## src/rtl/deskew_pkg.sv

```systemverilog
// deskew_pkg: shared register map, STATUS bit positions and sequencer state encoding
package deskew_pkg;
  localparam logic [1:0] ADDR_IMG_DIM  = 2'd0;
  localparam logic [1:0] ADDR_IN_ADDR  = 2'd1;
  localparam logic [1:0] ADDR_OUT_ADDR = 2'd2;
  localparam logic [1:0] ADDR_CTRL     = 2'd3;
  localparam int ST_BUSY    = 0;
  localparam int ST_DONE    = 1;
  localparam int ST_OK      = 2;
  localparam int ST_ERR     = 3;
  localparam int ST_TIMEOUT = 4;
  typedef enum logic [1:0] {S_IDLE, S_REQ, S_WAIT_CHK, S_RUN} state_e;
endpackage

```

## src/rtl/cfg_timeout_cnt.sv

```systemverilog
// cfg_timeout_cnt: bounded wait counter for the config-check handshake
//   load_i   : restart the count at zero
//   en_i     : count one cycle of waiting
//   expire_o : high on the last permitted waiting cycle while en_i is high
module cfg_timeout_cnt #(
  parameter int CYCLES = 64,
  localparam int W = (CYCLES > 1) ? $clog2(CYCLES) : 1
) (
  input  logic clk,
  input  logic rst,
  input  logic load_i,
  input  logic en_i,
  output logic expire_o
);
  logic [W-1:0] cnt_q;
  logic         at_max;
  assign at_max   = cnt_q == W'(CYCLES - 1);
  assign expire_o = en_i && at_max;
  always_ff @(posedge clk) begin
    if (rst) cnt_q <= '0;
    else if (load_i) cnt_q <= '0;
    else if (en_i && !at_max) cnt_q <= cnt_q + 1'b1;
  end
endmodule

```

## src/rtl/deskew_cfg_regs.sv

```systemverilog
// deskew_cfg_regs: host config registers and check/launch sequencer for the deskew core
//   host side : wr_en/wr_addr/wr_data writes, rd_en/rd_addr reads with rd_data/rd_valid one cycle later
//   core side : img_dim and image addresses held stable while busy, cfg_check_en request,
//               cfg_check_done/cfg_ok verdict, core_start launch, core_done completion, busy
module deskew_cfg_regs
  import deskew_pkg::*;
#(
  parameter int IMG_DIM_WIDTH  = 9,
  parameter int ADDR_WIDTH     = 17,
  parameter int TIMEOUT_CYCLES = 64
) (
  input  logic                     clk,
  input  logic                     rst,
  input  logic                     wr_en,
  input  logic [1:0]               wr_addr,
  input  logic [31:0]              wr_data,
  input  logic                     rd_en,
  input  logic [1:0]               rd_addr,
  output logic [31:0]              rd_data,
  output logic                     rd_valid,
  output logic [IMG_DIM_WIDTH-1:0] img_dim,
  output logic [ADDR_WIDTH-1:0]    in_img_start_addr,
  output logic [ADDR_WIDTH-1:0]    out_img_start_addr,
  output logic                     cfg_check_en,
  input  logic                     cfg_check_done,
  input  logic                     cfg_ok,
  output logic                     core_start,
  input  logic                     core_done,
  output logic                     busy
);
  state_e                   state_q, state_d;
  logic [IMG_DIM_WIDTH-1:0] img_dim_q;
  logic [ADDR_WIDTH-1:0]    in_addr_q, out_addr_q;
  logic                     done_q, ok_q, err_q, to_q;
  logic                     set_done, set_ok, set_err, set_to, clr;
  logic                     cfg_wr, start, expire;
  logic                     core_start_q, rd_valid_q;
  logic [31:0]              status, rd_mux, rd_data_q;
  logic                     unused_wr;
  assign unused_wr = ^wr_data;
  // Host writes only land while idle, so the core sees frozen values across check and run.
  assign cfg_wr = wr_en && state_q == S_IDLE;
  assign start  = cfg_wr && wr_addr == ADDR_CTRL && wr_data[0];
  cfg_timeout_cnt #(.CYCLES(TIMEOUT_CYCLES)) u_tmo (
    .clk      (clk),
    .rst      (rst),
    .load_i   (state_q == S_REQ),
    .en_i     (state_q == S_WAIT_CHK),
    .expire_o (expire)
  );
  always_comb begin
    state_d  = state_q;
    set_done = 1'b0;
    set_ok   = 1'b0;
    set_err  = 1'b0;
    set_to   = 1'b0;
    clr      = 1'b0;
    case (state_q)
      S_IDLE: begin
        clr     = start;
        state_d = start ? S_REQ : S_IDLE;
      end
      S_REQ: state_d = S_WAIT_CHK;
      S_WAIT_CHK: begin
        // A verdict arriving on the expiry cycle takes priority over the timeout.
        if (cfg_check_done) begin
          state_d  = cfg_ok ? S_RUN : S_IDLE;
          set_ok   = cfg_ok;
          set_err  = !cfg_ok;
          set_done = !cfg_ok;
        end else if (expire) begin
          state_d  = S_IDLE;
          set_to   = 1'b1;
          set_done = 1'b1;
        end
      end
      S_RUN: begin
        state_d  = core_done ? S_IDLE : S_RUN;
        set_done = core_done;
      end
      default: state_d = S_IDLE;
    endcase
  end
  always_ff @(posedge clk) begin
    if (rst) begin
      state_q      <= S_IDLE;
      core_start_q <= 1'b0;
      done_q       <= 1'b0;
      ok_q         <= 1'b0;
      err_q        <= 1'b0;
      to_q         <= 1'b0;
    end else begin
      state_q      <= state_d;
      // Launch pulse only on the transition into RUN, not for the whole run.
      core_start_q <= state_q == S_WAIT_CHK && state_d == S_RUN;
      done_q       <= (done_q && !clr) || set_done;
      ok_q         <= (ok_q && !clr) || set_ok;
      err_q        <= (err_q && !clr) || set_err;
      to_q         <= (to_q && !clr) || set_to;
    end
  end
  always_ff @(posedge clk) begin
    if (rst) begin
      img_dim_q  <= '0;
      in_addr_q  <= '0;
      out_addr_q <= '0;
    end else if (cfg_wr) begin
      if (wr_addr == ADDR_IMG_DIM) img_dim_q <= wr_data[IMG_DIM_WIDTH-1:0];
      if (wr_addr == ADDR_IN_ADDR) in_addr_q <= wr_data[ADDR_WIDTH-1:0];
      if (wr_addr == ADDR_OUT_ADDR) out_addr_q <= wr_data[ADDR_WIDTH-1:0];
    end
  end
  always_comb begin
    status              = '0;
    status[ST_BUSY]     = state_q != S_IDLE;
    status[ST_DONE]     = done_q;
    status[ST_OK]       = ok_q;
    status[ST_ERR]      = err_q;
    status[ST_TIMEOUT]  = to_q;
    rd_mux = rd_addr == ADDR_IMG_DIM  ? 32'(img_dim_q)  :
             rd_addr == ADDR_IN_ADDR  ? 32'(in_addr_q)  :
             rd_addr == ADDR_OUT_ADDR ? 32'(out_addr_q) : status;
  end
  // Reads sample pre-write register values, so a same-cycle write is not visible yet.
  always_ff @(posedge clk) begin
    if (rst) begin
      rd_data_q  <= '0;
      rd_valid_q <= 1'b0;
    end else begin
      rd_valid_q <= rd_en;
      if (rd_en) rd_data_q <= rd_mux;
    end
  end
  assign rd_data            = rd_data_q;
  assign rd_valid           = rd_valid_q;
  assign img_dim            = img_dim_q;
  assign in_img_start_addr  = in_addr_q;
  assign out_img_start_addr = out_addr_q;
  assign cfg_check_en       = state_q == S_REQ;
  assign core_start         = core_start_q;
  assign busy               = state_q != S_IDLE;
endmodule

```

## config.mk

```make
export PLATFORM = sky130hd
export DESIGN_NAME = deskew_cfg_regs
export DESIGN_NICKNAME = d
export VERILOG_FILES = /design/src/rtl/deskew_pkg.sv /design/src/rtl/cfg_timeout_cnt.sv /design/src/rtl/deskew_cfg_regs.sv
export SDC_FILE = /design/constraint.sdc
export NUM_CORES = 1
export LEC_CHECK = 0
export CORE_MARGIN = 5
export CORE_UTILIZATION = 57
export DETAILED_ROUTE_END_ITERATION = 8
export DONT_BUFFER_PORTS = 1
export PLACE_DENSITY = 0.72
export SLEW_MARGIN = 20
export SYNTH_ARGS = -nofsm -noshare
export SYNTH_HDL_FRONTEND = slang
export SYNTH_SLANG_ARGS = --single-unit
```

## constraint.sdc

```tcl
create_clock -name clk -period 1.4 [get_ports clk]
set_input_delay 0.21 -clock clk [delete_from_list [all_inputs] [get_ports clk]]
set_output_delay 0.21 -clock clk [all_outputs]
set_load 0.02 [all_outputs]
```

==> results.rst, run 1 <==
.. list-table::
   :header-rows: 1

   * - Metric
     - Value
   * - Worst R2R Path Depth
     - 4
   * - Required time at the endpoint of the critical path
     - 1680 ps
   * - Startpoint type of the worst setup path
     - flop
   * - Number of warnings issued by yosys
     - 0
   * - Most frequently used flop master after synthesis
     - sky130_fd_sc_hd__dfxtp_1
   * - Number of buffers created by CTS
     - 9
   * - Via density per instance
     - 5.95
   * - Root Driver
     - sky130_fd_sc_hd__clkbuf_8
   * - Setup repair after global routing missed its margin
     - yes
   * - Kind of end point of the critical path
     - flop
   * - Synthesized flop and latch total
     - 74
   * - Setup_tns
     - -28.1 ps
   * - PwrDens
     - 1060 mW/mm²
   * - Hold Path Class
     - in -> reg
   * - Fraction of final layout cells sized beyond drive strength 1
     - 0.242
   * - Distinct cell type count after synthesis
     - 48
   * - Worst vdd rail ir drop
     - 0.717 mV
   * - Net Sw Frac
     - 0.264
   * - Worst reg2reg endpoint
     - img_dim[1]
   * - First-pass GRT wire length
     - 14.5 mm
   * - Number of vias in the routed layout
     - 2902
   * - Fin worst setup slack
     - -12.5 ps
   * - Area inside the core boundary
     - 0.00592 mm²
   * - Cell-by-cell listing of the critical path
     - or4b_4, buf_6, nor2_4, mux2i_1
   * - Row cnt
     - 28
   * - Relative contribution of the clock network to total power
     - 0.369
   * - Number of buffers on the longest clock path
     - 2
   * - Most used cells in the layout excluding fill and tap cells
     - sky130_fd_sc_hd__dfxtp_1, sky130_fd_sc_hd__nand2b_1, sky130_fd_sc_hd__buf_4
   * - Setup skew after layout
     - 12.9 ps
   * - Initial cell density of the core
     - 0.585
   * - Crit Reg-Reg Startpoint
     - state_q[0]
   * - Count of input and output buffers
     - 0
   * - Total global routing track utilization
     - 0.243
   * - Highest metal layer used by the detailed router
     - met4
   * - Start point of the worst hold path
     - wr_data[12]
   * - Clock tree from TritonCTS
     - yes
   * - Grt ovf
     - 0
   * - Initial antenna violation count
     - 0
   * - Portion of synthesized cell area occupied by the leading cell type
     - 0.428
   * - Total net switching power
     - 1150 µW
   * - CP Buf/Inv Count
     - 1
   * - Slowest-stage cell, CP
     - sky130_fd_sc_hd__or4b_4
   * - Average instance area after synthesis
     - 9.31 µm²
   * - Post-synthesis cell type with the largest combined area
     - sky130_fd_sc_hd__dfxtp_1
   * - Slew HR
     - 0.636
   * - Number of iterations in the first detailed-routing pass
     - 4
   * - H-tree Lvls
     - 3
   * - DRC violation count after routing
     - 0
   * - Mean routed wirelength per cell
     - 18.9 µm
   * - Worst Hold Endpoint
     - out_img_start_addr[12]
   * - Slew at the pin with the worst max-slew slack
     - 544 ps
   * - Post-placement worst setup slack
     - -27.3 ps
   * - Async set-reset flop share out of synthesis
     - 0
   * - Number of inserted filler cells in the final layout
     - 490
   * - Overall die area
     - 0.00774 mm²
   * - Metal-1 WL
     - 3.77 mm
   * - Met2 routed wirelength
     - 4.34 mm
   * - Largest stage delay, worst path
     - 530 ps
   * - Sequential-to-total area share from yosys stat
     - 0.428
   * - Maximum fanout encountered on the critical timing path
     - 7
   * - Hold path depth
     - 2
   * - Final standard cell count with taps included and fillers excluded
     - 488
   * - Number of sinks handled by clock tree synthesis
     - 74
   * - Shortest period the worst path allows
     - 1410 ps
   * - Part of the cycle the worst path needs
     - 1.01
   * - Hold violation total from the final report
     - 0
   * - Mapped cell area
     - 0.00346 mm²
   * - Source-to-sink clock delay at the later pin of the worst-skew pair
     - 350 ps
   * - Number of global-route vias before repair
     - 2918
   * - Status
     - finished, violations left
   * - Total setup violations reported at the end of the flow
     - 4
   * - Register-to-register path setup slack
     - -10 ps
   * - Post-synth EDFFs
     - 0
   * - Met3 wire len
     - 925 µm
   * - Number of placed cells counting well taps
     - 462
   * - Chip width
     - 88.0 µm
   * - Internal power summed over all cells
     - 3190 µW
   * - Violated checks
     - negative setup slack
   * - Routability congestion estimate
     - 0.825
   * - Data arrival time of the critical path
     - 1700 ps
   * - Number of max-cap violations
     - 0
   * - Fin nets
     - 452
   * - Most common library cell in the layout ignoring fill and taps
     - sky130_fd_sc_hd__dfxtp_1
   * - CP delay by family, top
     - simple AND/OR/NAND/NOR gates
   * - Boundary Pins
     - 122
   * - Clock-pin transition on the worst setup and hold timing paths
     - 80 ps
   * - Number of DRC violations after detailed-routing iteration 0
     - 171
   * - Total count of max-transition violations in the final report
     - 0
   * - DP HPWL
     - 6.04 mm
   * - Cell types occupying the most area after synthesis
     - sky130_fd_sc_hd__dfxtp_1, sky130_fd_sc_hd__mux2i_1, sky130_fd_sc_hd__nand2b_1
   * - Largest net degree at the start of global routing
     - 49
   * - Antenna cells
     - 0
   * - Synthesis-to-layout area growth
     - 18.5%
   * - Chip height
     - 88.0 µm
   * - Synthesized instance count
     - 372
   * - Total leakage power
     - 0.00157 µW
   * - Final wirelength
     - 9.23 mm
   * - Register share of total power
     - 0.524
   * - Crit Path Class
     - reg -> reg
   * - Fmax achieved
     - 708 MHz
   * - Number of routed nets with antenna violations
     - 0
   * - Fraction of power consumed by combinational cells
     - 0.107
[worst register-to-register path, stage by stage (launching register included)]
cell and delay (ps):
sky130_fd_sc_hd__dfxtp_2 350, sky130_fd_sc_hd__or4b_4 530, sky130_fd_sc_hd__buf_6 160, sky130_fd_sc_hd__nor2_4 130
sky130_fd_sc_hd__mux2i_1 190
[metrics by stage]
stage	total power, µW	utilization	instance area, µm²	hold slack, ps
global route	4490	0.693	4100	3.36
floorplan	2680	-	3520	358
detailed placement	2720	0.627	3710	293
finish	4340	0.693	4100	10.8
CTS	4340	0.680	4030	0.706
global placement	2710	0.627	3710	292
[sequential cells by signal, summed over array words and instances (netlist names)]
signal              count
err_q                   1
in_img_start_addr      17
u_tmo.cnt_q             6
core_start              1
ok_q                    1
to_q                    1
rd_data                17
rd_valid                1
img_dim                 9
state_q                 2
out_img_start_addr     17
done_q                  1
[Yosys cell counts (3+ instances only)]
master and count:
sky130_fd_sc_hd__dfxtp_1 74, sky130_fd_sc_hd__nand2b_1 43, sky130_fd_sc_hd__mux2i_1 34, sky130_fd_sc_hd__a21oi_1 23, sky130_fd_sc_hd__nor2_1 20, sky130_fd_sc_hd__nand3_1 19
sky130_fd_sc_hd__clkbuf_1 18, sky130_fd_sc_hd__buf_4 17, sky130_fd_sc_hd__o21ai_0 15, sky130_fd_sc_hd__a211oi_1 9, sky130_fd_sc_hd__o21ai_1 9, sky130_fd_sc_hd__nand2_1 8
sky130_fd_sc_hd__nor2b_1 8, sky130_fd_sc_hd__a22oi_1 7, sky130_fd_sc_hd__buf_2 6, sky130_fd_sc_hd__nand4_1 6, sky130_fd_sc_hd__or2_2 6, sky130_fd_sc_hd__mux4_2 5
sky130_fd_sc_hd__a311oi_1 4, sky130_fd_sc_hd__nor3_1 4, sky130_fd_sc_hd__and4_1 3, sky130_fd_sc_hd__inv_1 3
[what timing repair did]
item | 4_1_cts | 5_1_grt
pin swaps | 3 | 3
endpoints found under the hold margin | 42 | 1
buffers inserted | 4 | 0
setup endpoints to repair | 13 | 32
resized for setup | 11 | 22
hold buffers | 6 | 1
[metal layers]
layer | track usage | vias to the layer above
met5 | 0 | -
met4 | 0.120 | 0
met3 | 0.0800 | 12
met2 | 0.389 | 126
met1 | 0.294 | 1395
li1 | - | 1369
[power groups by stage]
stage,logic (µW),clock network [µW],registers (µW)
2_1_floorplan,338,0,2340
5_1_grt,500,1710,2280
3_5_place_dp,393,0,2320
3_3_place_gp,384,0,2320
4_1_cts,448,1620,2270
6_report,465,1600,2270
[how the worst max path moves through the flow]
stage | slack [ps] | start | endpoint | depth (start not counted)
4_1_cts | -30 | state_q[0] | img_dim[1] | 4
6_report | -10 | state_q[0] | img_dim[1] | 4
3_5_place_dp | -30 | state_q[0] | img_dim[2] | 4
5_1_grt | -60 | state_q[0] | core_start | 4
3_3_place_gp | -6 | state_q[0] | img_dim[0] | 4
2_1_floorplan | -10 | state_q[0] | out_img_start_addr[10] | 5
[cell families (layout without fill, tap and decap cells)]
| family | after synthesis | after routing | share of synthesized area |
|---|---|---|---|
| adder cells (fa/ha/maj) | 1 | 1 | 0.00361 |
| other | 1 | 15 | 0.00108 |
| AO/OA/AOI/OAI | 78 | 78 | 0.138 |
| multiplexers | 39 | 39 | 0.131 |
| AND/OR/NAND/NOR | 131 | 131 | 0.222 |
| flip-flops | 74 | 74 | 0.428 |
| buffers and inverters | 48 | 75 | 0.0769 |
[layout make-up]
class	count	area (µm²)	area share
clock buffer	10	128	0.0311
clock inverter	6	57.6	0.0140
sequential	74	1490	0.362
inverter	4	15.0	0.00366
timing repair buffer	55	475	0.116
tap	75	93.8	0.0229
multi-input combinational	264	1850	0.450
No activity file was read; power rests on OpenSTA's default activity.
==> run 2: changes to the inputs <==
Settings changed: CORE_UTILIZATION 57 to 60, PLACE_DENSITY 0.72 to 0.73.
Clock period 1.4 ns to 1.3 ns, I/O delays scaled along.
==> run 2 against run 1 <==
Net effect: the run still ends with negative setup slack left; register-to-register slack got worse by 140 ps; die area decreased by 4.4%; clock skew about the same; largest cell class unchanged; largest power group unchanged.
==> results.rst, run 2 (synthesis gave the netlist of run 1 again) <==
.. list-table::
   :header-rows: 1

   * - Metric
     - Value
   * - Worst reg2reg endpoint
     - rd_data[0]
   * - Source-to-sink clock delay at the later pin of the worst-skew pair
     - 350 ps
   * - Placed cell areas
     - 0.00371 mm²
   * - PwrDens
     - 1150 mW/mm²
   * - Number of buffers on the longest clock path
     - 2
   * - Slowest-stage cell, CP
     - sky130_fd_sc_hd__mux4_2
   * - Total leakage power
     - 0.00167 µW
   * - Final wirelength
     - 9.76 mm
   * - Status
     - finished, violations left
   * - Fmax achieved
     - 690 MHz
   * - Register-to-register path setup slack
     - -150 ps
   * - Area inside the core boundary
     - 0.00557 mm²
   * - Routability congestion estimate
     - 0.888
   * - Start point of the worst hold path
     - wr_addr[1]
   * - Hold Path Class
     - in -> reg
   * - Antenna cells
     - 0
   * - Hold violation total from the final report
     - 0
   * - Number of routed nets with antenna violations
     - 0
   * - Required time at the endpoint of the critical path
     - 1550 ps
   * - Chip height
     - 86.0 µm
   * - Crit Reg-Reg Startpoint
     - state_q[0]
   * - Via density per instance
     - 6.08
   * - FF/Latch Area
     - 0.00149 mm²
   * - Clock tree from TritonCTS
     - yes
   * - Part of the cycle the worst path needs
     - 1.11
   * - Crit Path Class
     - reg -> reg
   * - Chip width
     - 86.0 µm
   * - Area taken by multi-input logic gates
     - 0.00185 mm²
   * - Number of inserted filler cells in the final layout
     - 376
   * - Final Cell Area
     - 0.00432 mm²
   * - Fin nets
     - 468
   * - Setup skew after layout
     - 12.9 ps
   * - Startpoint type of the worst setup path
     - flop
   * - Total global routing track utilization
     - 0.271
   * - Most common library cell in the layout ignoring fill and taps
     - sky130_fd_sc_hd__dfxtp_1
   * - Net Sw Frac
     - 0.254
   * - CP delay by family, top
     - multiplexers
   * - Mean routed wirelength per cell
     - 19.5 µm
   * - Total net switching power
     - 1260 µW
   * - Number of sinks handled by clock tree synthesis
     - 74
   * - Number of buffers created by CTS
     - 9
   * - Shortest period the worst path allows
     - 1450 ps
   * - Hold path depth
     - 2
   * - Count of input and output buffers
     - 0
   * - Overall die area
     - 0.00739 mm²
   * - Post-placement worst setup slack
     - -147 ps
   * - DP HPWL
     - 6.09 mm
   * - Synthesis-to-layout area growth
     - 24.6%
   * - Number of DRC violations after detailed-routing iteration 0
     - 189
   * - Maximum fanout encountered on the critical timing path
     - 3
   * - Fin worst setup slack
     - -149 ps
   * - Root Driver
     - sky130_fd_sc_hd__clkbuf_8
   * - Kind of end point of the critical path
     - flop
   * - Most used cells in the layout excluding fill and tap cells
     - sky130_fd_sc_hd__dfxtp_1, sky130_fd_sc_hd__nand2b_1, sky130_fd_sc_hd__buf_4
   * - CP Buf/Inv Count
     - 2
   * - Violated checks
     - negative setup slack
   * - Fraction of power consumed by combinational cells
     - 0.114
   * - DRC violation count after routing
     - 0
   * - Fraction of final layout cells sized beyond drive strength 1
     - 0.235
   * - Initial cell density of the core
     - 0.621
   * - Worst vdd rail ir drop
     - 0.691 mV
   * - Setup repair after global routing missed its margin
     - yes
   * - Data arrival time of the critical path
     - 1700 ps
   * - Relative contribution of the clock network to total power
     - 0.391
   * - First-pass GRT wire length
     - 15.5 mm
   * - Largest stage delay, worst path
     - 510 ps
   * - Initial antenna violation count
     - 0
   * - H-tree Lvls
     - 3
   * - Total count of max-transition violations in the final report
     - 0
   * - Number of max-cap violations
     - 0
   * - Worst Hold Endpoint
     - out_img_start_addr[9]
   * - Worst R2R Path Depth
     - 5
   * - Number of iterations in the first detailed-routing pass
     - 4
   * - Number of global-route vias before repair
     - 2994
   * - Cell-by-cell listing of the critical path
     - buf_4, nor2_4, inv_2, mux4_2, o21a_1
   * - Clock-pin transition on the worst setup and hold timing paths
     - 80 ps
   * - Row cnt
     - 27
   * - Number of vias in the routed layout
     - 3048
   * - Grt ovf
     - 0
   * - Internal power summed over all cells
     - 3700 µW
   * - Total setup violations reported at the end of the flow
     - 43
   * - Largest net degree at the start of global routing
     - 49
   * - Boundary Pins
     - 122
   * - Register share of total power
     - 0.494
## run 2: layout make-up
class | count | share of cell area
Multi-Input combinational cell | 264 | 0.429
Sequential cell | 74 | 0.344
Clock inverter | 4 | 0.0177
Tap cell | 72 | 0.0209
Inverter | 4 | 0.00348
Timing Repair Buffer | 71 | 0.153
Clock buffer | 12 | 0.0313
## run 2: power groups by stage
| stage | clock network [µW] | registers (µW) | logic, µW |
|---|---|---|---|
| after floorplan | 0 | 2520 | 365 |
| after global placement | 0 | 2500 | 408 |
| after detailed placement | 0 | 2500 | 419 |
| after CTS | 1960 | 2450 | 541 |
| after global routing | 2080 | 2460 | 605 |
| final | 1940 | 2450 | 567 |
## run 2: metrics by stage
stage	TNS [ps]	hold slack [ps]	total power [µW]	cells	utilization
global route	-4500	2.47	5150	501	0.774
detailed placement	-2510	277	2920	459	0.665
floorplan	-1660	343	2890	386	-
CTS	-1500	0.0889	4950	497	0.759
finish	-2610	5.56	4960	501	0.774
global placement	-1350	273	2910	459	0.665
## run 2: worst max path at each step
stage	slack [ps]	endpoint	depth (start not counted)	from
after global placement	-130	rd_data[0]	5	state_q[0]
after detailed placement	-150	rd_data[0]	5	state_q[0]
after floorplan	-110	out_img_start_addr[10]	5	state_q[0]
final	-150	rd_data[0]	5	state_q[0]
after CTS	-140	img_dim[0]	4	state_q[0]
after global routing	-190	rd_data[0]	5	state_q[0]
## run 2: layer usage
layer  track usage  vias up  wire length [µm]
li1              -     1414                 -
met1         0.323     1466              3740
met2         0.438      142              4700
met3        0.0884       26              1020
met4         0.135        0               302
met5             0        -                 0
## run 2: timing repair
item | in CTS | in global routing
endpoints found under the setup margin | 47 | 43
buffers inserted | 1 | 3
resized for setup | 22 | 19
pin swaps | 3 | 5
hold endpoints to repair | 48 | 1
cloned | 2 | 0
hold buffers | 19 | 1
